--- config.mk ---
export PLATFORM = sky130hd
export DESIGN_NAME = fft8_out_ser
export DESIGN_NICKNAME = d
export VERILOG_FILES = /design/src/rtl/fft_pkg.sv /design/src/rtl/fft8_bank.sv /design/src/rtl/fft8_out_ser.sv
export SDC_FILE = /design/constraint.sdc
export NUM_CORES = 1
export LEC_CHECK = 0
export CAP_MARGIN = 0
export CORE_ASPECT_RATIO = 1.5
export CORE_MARGIN = 3
export CORE_UTILIZATION = 55
export DETAILED_ROUTE_END_ITERATION = 7
export PLACE_DENSITY = 0.82
export SLEW_MARGIN = 40
export SYNTH_ARGS = -nofsm -noshare
export SYNTH_HDL_FRONTEND = slang
export SYNTH_SLANG_ARGS = --single-unit
export TNS_END_PERCENT = 100
--- constraint.sdc ---
create_clock -name clk -period 28 [get_ports clk]
set_input_delay 5.6 -clock clk [delete_from_list [all_inputs] [get_ports clk]]
set_output_delay 5.6 -clock clk [all_outputs]
set_load 0.02 [all_outputs]
--- src/rtl/fft_pkg.sv ---
// Shared types for the 8-point FFT datapath: frame geometry and complex word layout.
// No logic; types and constants only.
// No flow control; consumers define their own handshakes.
package fft_pkg;

    localparam int FFT_NPT = 8;
    localparam int FFT_CW  = 64;

    // One complex coefficient, real part in the upper half
    typedef struct packed {
        logic signed [31:0] re;
        logic signed [31:0] im;
    } cplx_t;

    // A whole 8-point result frame, coefficient k at index k
    typedef cplx_t [7:0] frame_t;

endpackage

--- src/rtl/fft8_bank.sv ---
// One ping-pong half: holds a full 8-coefficient frame and muxes out one word by index.
// Write lands at the clock edge; read is a pure register mux (zero latency).
// No flow control; the owner decides when to write and which word to present.
import fft_pkg::*;

module fft8_bank (
    input  logic       clk,
    input  logic       we,
    input  frame_t     wdata,
    input  logic [2:0] rd_idx,
    output cplx_t      rdata
);

    frame_t mem;

    // Whole-frame capture; contents are don't-care until written, so no reset
    always_ff @(posedge clk) begin
        if (we) begin
            mem <= wdata;
        end
    end

    assign rdata = mem[rd_idx];

endmodule

--- src/rtl/fft8_out_ser.sv ---
// Serializes 8-point FFT result frames into a valid/ready word stream via a ping-pong buffer.
// First word valid the cycle after the capture strobe; 1 word/cycle sustained with ready high.
// Holds the word while out_ready is low; raises stall when both banks are full, drops and flags ovf otherwise.
import fft_pkg::*;

module fft8_out_ser #(
    parameter int DW  = FFT_CW,
    parameter int NPT = FFT_NPT
) (
    input  logic          clk,
    input  logic          rst,
    input  logic          in_valid,
    input  logic [DW-1:0] x0,
    input  logic [DW-1:0] x1,
    input  logic [DW-1:0] x2,
    input  logic [DW-1:0] x3,
    input  logic [DW-1:0] x4,
    input  logic [DW-1:0] x5,
    input  logic [DW-1:0] x6,
    input  logic [DW-1:0] x7,
    output logic          stall,
    output logic [DW-1:0] out_data,
    output logic          out_valid,
    input  logic          out_ready,
    output logic [2:0]    out_index,
    output logic          out_last,
    output logic          ovf,
    input  logic          ovf_clr
);

    localparam logic [2:0] LAST_IDX = 3'(NPT - 1);

    logic [1:0] full;
    logic [1:0] full_nxt;
    logic       wr_bank;
    logic       rd_bank;
    logic [2:0] rd_idx;

    frame_t     wframe;
    cplx_t      rdata0;
    cplx_t      rdata1;
    cplx_t      rsel;

    logic       cap;
    logic       drop;
    logic       hs;
    logic       done;

    assign wframe = {x7, x6, x5, x4, x3, x2, x1, x0};

    // Stall is a pure decode of the occupancy flags, never of out_ready
    assign stall = &full;
    assign cap   = in_valid && !stall;
    assign drop  = in_valid && stall;

    assign out_valid = full[rd_bank];
    assign hs        = out_valid && out_ready;
    assign done      = hs && (rd_idx == LAST_IDX);

    fft8_bank u_bank0 (
        .clk    (clk),
        .we     (cap && !wr_bank),
        .wdata  (wframe),
        .rd_idx (rd_idx),
        .rdata  (rdata0)
    );

    fft8_bank u_bank1 (
        .clk    (clk),
        .we     (cap && wr_bank),
        .wdata  (wframe),
        .rd_idx (rd_idx),
        .rdata  (rdata1)
    );

    assign rsel      = rd_bank ? rdata1 : rdata0;
    // Empty banks present zero so stale or never-written contents stay invisible
    assign out_data  = out_valid ? rsel : '0;
    assign out_index = rd_idx;
    assign out_last  = (rd_idx == LAST_IDX);

    // Next occupancy: a capture and a final-word drain never touch the same bank
    always_comb begin
        full_nxt = full;
        if (done) begin
            full_nxt[rd_bank] = 1'b0;
        end
        if (cap) begin
            full_nxt[wr_bank] = 1'b1;
        end
    end

    // Bank pointers, read index and sticky overflow; reset discards any buffered frames
    always_ff @(posedge clk) begin
        if (rst) begin
            full    <= 2'b00;
            wr_bank <= 1'b0;
            rd_bank <= 1'b0;
            rd_idx  <= 3'd0;
            ovf     <= 1'b0;
        end else begin
            full <= full_nxt;
            if (cap) begin
                wr_bank <= ~wr_bank;
            end
            if (hs) begin
                rd_idx <= done ? 3'd0 : rd_idx + 3'd1;
            end
            if (done) begin
                rd_bank <= ~rd_bank;
            end
            if (drop) begin
                ovf <= 1'b1;
            end else if (ovf_clr) begin
                ovf <= 1'b0;
            end
        end
    end

endmodule

==> out/results.txt <==
The switching fraction of total power works out to 0.2103. The library cell used most frequently in the layout, excluding fill and tap cells, is edfxtp_1. The depth of the most critical reg-to-reg path is 6, and the share of synthesized area occupied by flip-flops and latches is 0.7812.

For the data required time of the critical path, the log shows 22400 ps. The kind of cell with the highest combined delay on the critical path is buffers and inverters. The origin of the critical flop-to-flop path is full[1]$_SDFF_PP0_.

The logs give 3527 for the count of placed standard cells in the final layout, fillers left out and 0 ps for the setup TNS. The pin count of the biggest net entering global routing was 141. Relative to the synthesized area, the layout overhead comes to 25.21%. For the global placer's final weighted congestion, the log shows 0.8307.

In this run the vertical extent of the chip is 334.5 um. The static leakage power was 15.50 nW; the clock latency on the worst-skew pair was 640 ps. In this run the horizontal extent of the chip is 225.0 um.

The average vias per placed instance works out to 6.139. The period utilization was 0.3426; the final core area utilization was 0.7005. In this run the critical register-to-register path is captured at u_bank0.mem[412]$_DFFE_PP_.

OpenSTA, run right after detailed placement, puts the worst setup slack at 18730 ps. The logs give 0 for the max-cap violation count and 46410 sq um for the cell area after placement. The detailed router put a total of 33950 um of wire on met1. CTS placed an instance of clkbuf_16 at the clock tree root. Number of global-route vias before repair: 23310. The final non-filler cell area was 49540 sq um; the sequential cell area in the final layout was 30920 sq um. The net switching power is 695.1 uW. edfxtp_1 takes more of the synthesized area than any other cell. In this run, post-CTS repair resized a total of 0 instances. The clock drives 1032 sinks. The logs give 0.370 for the clock power share and 2072 for the initial DRC count. The cell count after synthesis was 1884.

The number of levels the H-tree was split into came out at 3. The routed wirelength normalized by instance count is 28.25 um, and the post-DP HPWL is 64420 um. The top cell types in the final layout, fill and taps aside, are edfxtp_1 (1024), clkdlybuf4s50_1 (587), nand2_1 (198).

The final count of hold timing violations is 0, and the routed wire length on met3 is 9102 um. Signal routing reaches up to met5. TritonCTS built the clock tree. The min-delay analysis places its worst path in the category flip-flop to flip-flop.

The tools report the worst clock skew as 21.86 ps. The logs give 0.550 for the power share of the sequential group and 0.5594 for the initial cell density of the core. The fraction of final layout cells with drive strength greater than 1 came out at 0.1454.

The worst hold path cell count is 2. The worst hold path terminates at ovf$_SDFFE_PP0P_. For this run, the post-layout net count is 3008. The measured slew at the worst slew-check pin is 879.8 ps, and the global router's overall resource usage is 0.2622. The total placed cells including tap cells is 3299, and the area taken by multi-input logic gates is 8016 sq um.

Die footprint: 75260 sq um. Setup violations remaining at the end of the flow were counted as 0. Hold repair after CTS inserted 0 buffers.

Dividing total power by cell area gives a power density of 66.73 nW/um^2. The tools report the post-detailed-route count of antenna-violating nets as 0. The slowest stage of the critical path belongs to the cell clkdlybuf4s50_1. For the worst setup path, the data arrival time is 3990 ps. Number of stages on the worst setup path: 7.

For the number of design rule violations left after detail routing, the log shows 0. Counting both buffers and inverters, the worst setup path holds a total of 3. In this run the cell area of the synthesized design comes to 39570 sq um. After clock tree synthesis, the setup repair step added 0 buffers.

Summed over all layers, the routed wires come to 99620 um. The tools report the vias after detailed routing as 21650. Based on the critical path, the design can be clocked at up to 104.2 MHz. First-pass GRT wire length: 144700 um. Traced cell by cell, the critical path runs through buf_6 > nor2b_4 > buf_4 > nand2_1 > a32oi_1 > o211ai_1 > clkdlybuf4s50_1. After clock tree synthesis, the clock-pin slew on the worst setup and hold paths is 70 ps. The filler cell count is 4198, and the total global routing overflow is 0. The row count is 119, and the initial antenna violation count is 67.

Setup slack closes at 18410 ps. The critical path start-end classification is flip-flop to output pin. No sink is reached through more buffers than the 3 on the longest clock path.

For the Yosys warning count, the log shows 0. The number of different library cells used by synthesis comes to 30. The routed design uses 51890 um of met2 wire. For the net count of the mapped netlist, the log shows 2403. Port buffering added 587 buffers.

For this run, the slowest stage of the critical path takes 630 ps. For this design the top-level I/O count stands at 588. The largest fanout of any net on the critical path is 62.

In the post-synthesis netlist, the biggest area contributors are edfxtp_1 (78%), mux4_2 (11%), mux2i_1 (3.2%). The worst hold path startpoint is ovf$_SDFFE_PP0P_. The design draws 3.306 mW. The flow ran to the end, and the final reports show no timing, DRC or antenna violations.

The total area inside the core boundary comes to 70720 sq um. The number of max-slew violations in the final report was 0. STA classifies the critical path startpoint as a flip-flop.

The flop and latch count out of synthesis is 1032. The worst IR drop on VDD is 0.05923 mV. The normalized max-slew margin is 0.4135, and the shortest clock period the worst path allows after layout is 9594 ps. The type of element capturing the critical path is an output pin. Setup repair after global routing left no endpoint under its margin.

The tools report the iteration count of the initial detailed-routing pass as 6. The top cell type's share of synthesized area was 0.7772. TritonCTS created 93 clock buffers. The internal portion of the total power is 2.611 mW. The combinational share of power is 0.081, and the worst hold slack after final layout is 477.7 ps. A synthesized cell averages 21.00 sq um.

For flop-to-flop paths, the worst setup slack is 24550 ps.
==> metal layers <==
metal	track usage	vias to the layer above
li1	-	9161
met1	0.3069	11160
met2	0.4439	1052
met3	0.07408	253
met4	0.1363	30
met5	0	-
==> tightest hold or removal path: cells and delay by family, from the launching register on <==
family             cells  cell delay (ps)
DFF                    1              310
AOI/OAI and AO/OA      1               60
and+or+nand+nor        1               60
==> flip-flops by register name (all words and copies together), names as in the netlist <==
name	cells
full	2
out_index	3
ovf	1
rd_bank	1
u_bank0.mem	512
u_bank1.mem	512
wr_bank	1
==> worst max-delay path by stage <==
stage	startpoint	to	slack, ps
final	out_index[1]$_SDFFE_PP0P_	out_data[37]	18410
after global routing	out_index[1]$_SDFFE_PP0P_	out_data[37]	18260
after CTS	out_index[2]$_SDFFE_PP0P_	out_data[63]	18310
after detailed placement	in_valid	u_bank0.mem[476]$_DFFE_PP_	18730
after global placement	in_valid	u_bank0.mem[413]$_DFFE_PP_	18480
after floorplan	in_valid	u_bank1.mem[0]$_DFFE_PP_	9790
==> power by group through the flow <==
stage                     Sequential [mW]  Combinational, mW  Clock [mW]
after floorplan                      1.88              0.130           0
after global placement               1.84              0.254           0
after detailed placement             1.85              0.266           0
after CTS                            1.82              0.267        1.25
after global routing                 1.82              0.285        1.30
final                                1.82              0.267        1.22
==> kinds of logic after synthesis <==
family,share of synthesized area
DFF,0.7812
muxes,0.1422
and+or+nand+nor,0.03109
AOI/OAI and AO/OA,0.02767
buffers and inverters,0.01692
adders and majority gates,0.0006324
xor gates and xnor gates,0.0002214
==> Yosys cell counts <==
| cell type | count |
|---|---|
| nand2b_1 | 1 |
| nor2b_1 | 2 |
| nor2_1 | 2 |
| buf_2 | 28 |
| edfxtp_1 | 1024 |
| ha_1 | 2 |
| or3b_2 | 2 |
| nand4_1 | 63 |
| dfxtp_1 | 8 |
| mux2i_1 | 128 |
| nand3_1 | 1 |
| nand2_1 | 198 |
| o32ai_1 | 1 |
| buf_6 | 18 |
| o21ai_0 | 2 |
| or2_2 | 1 |
| xor2_1 | 1 |
| and3_1 | 2 |
| inv_1 | 3 |
| a32oi_1 | 63 |
| clkbuf_1 | 39 |
| or3_1 | 1 |
| buf_4 | 19 |
| o211ai_1 | 64 |
| a21oi_1 | 7 |
| mux4_2 | 193 |
| o21ai_2 | 1 |
| buf_1 | 7 |
| nor2_2 | 1 |
| and2_1 | 2 |
==> layout make-up <==
type                       count  area share
antenna                       54    0.002728
clock buffer                 117     0.05008
sequential                  1032      0.6242
timing repair buffer         621      0.1287
inverter                       3   0.0004799
tap                          907     0.02291
multi-input combinational    738      0.1618
clock inverter                55    0.009118
(Power assumes the default switching activity.)
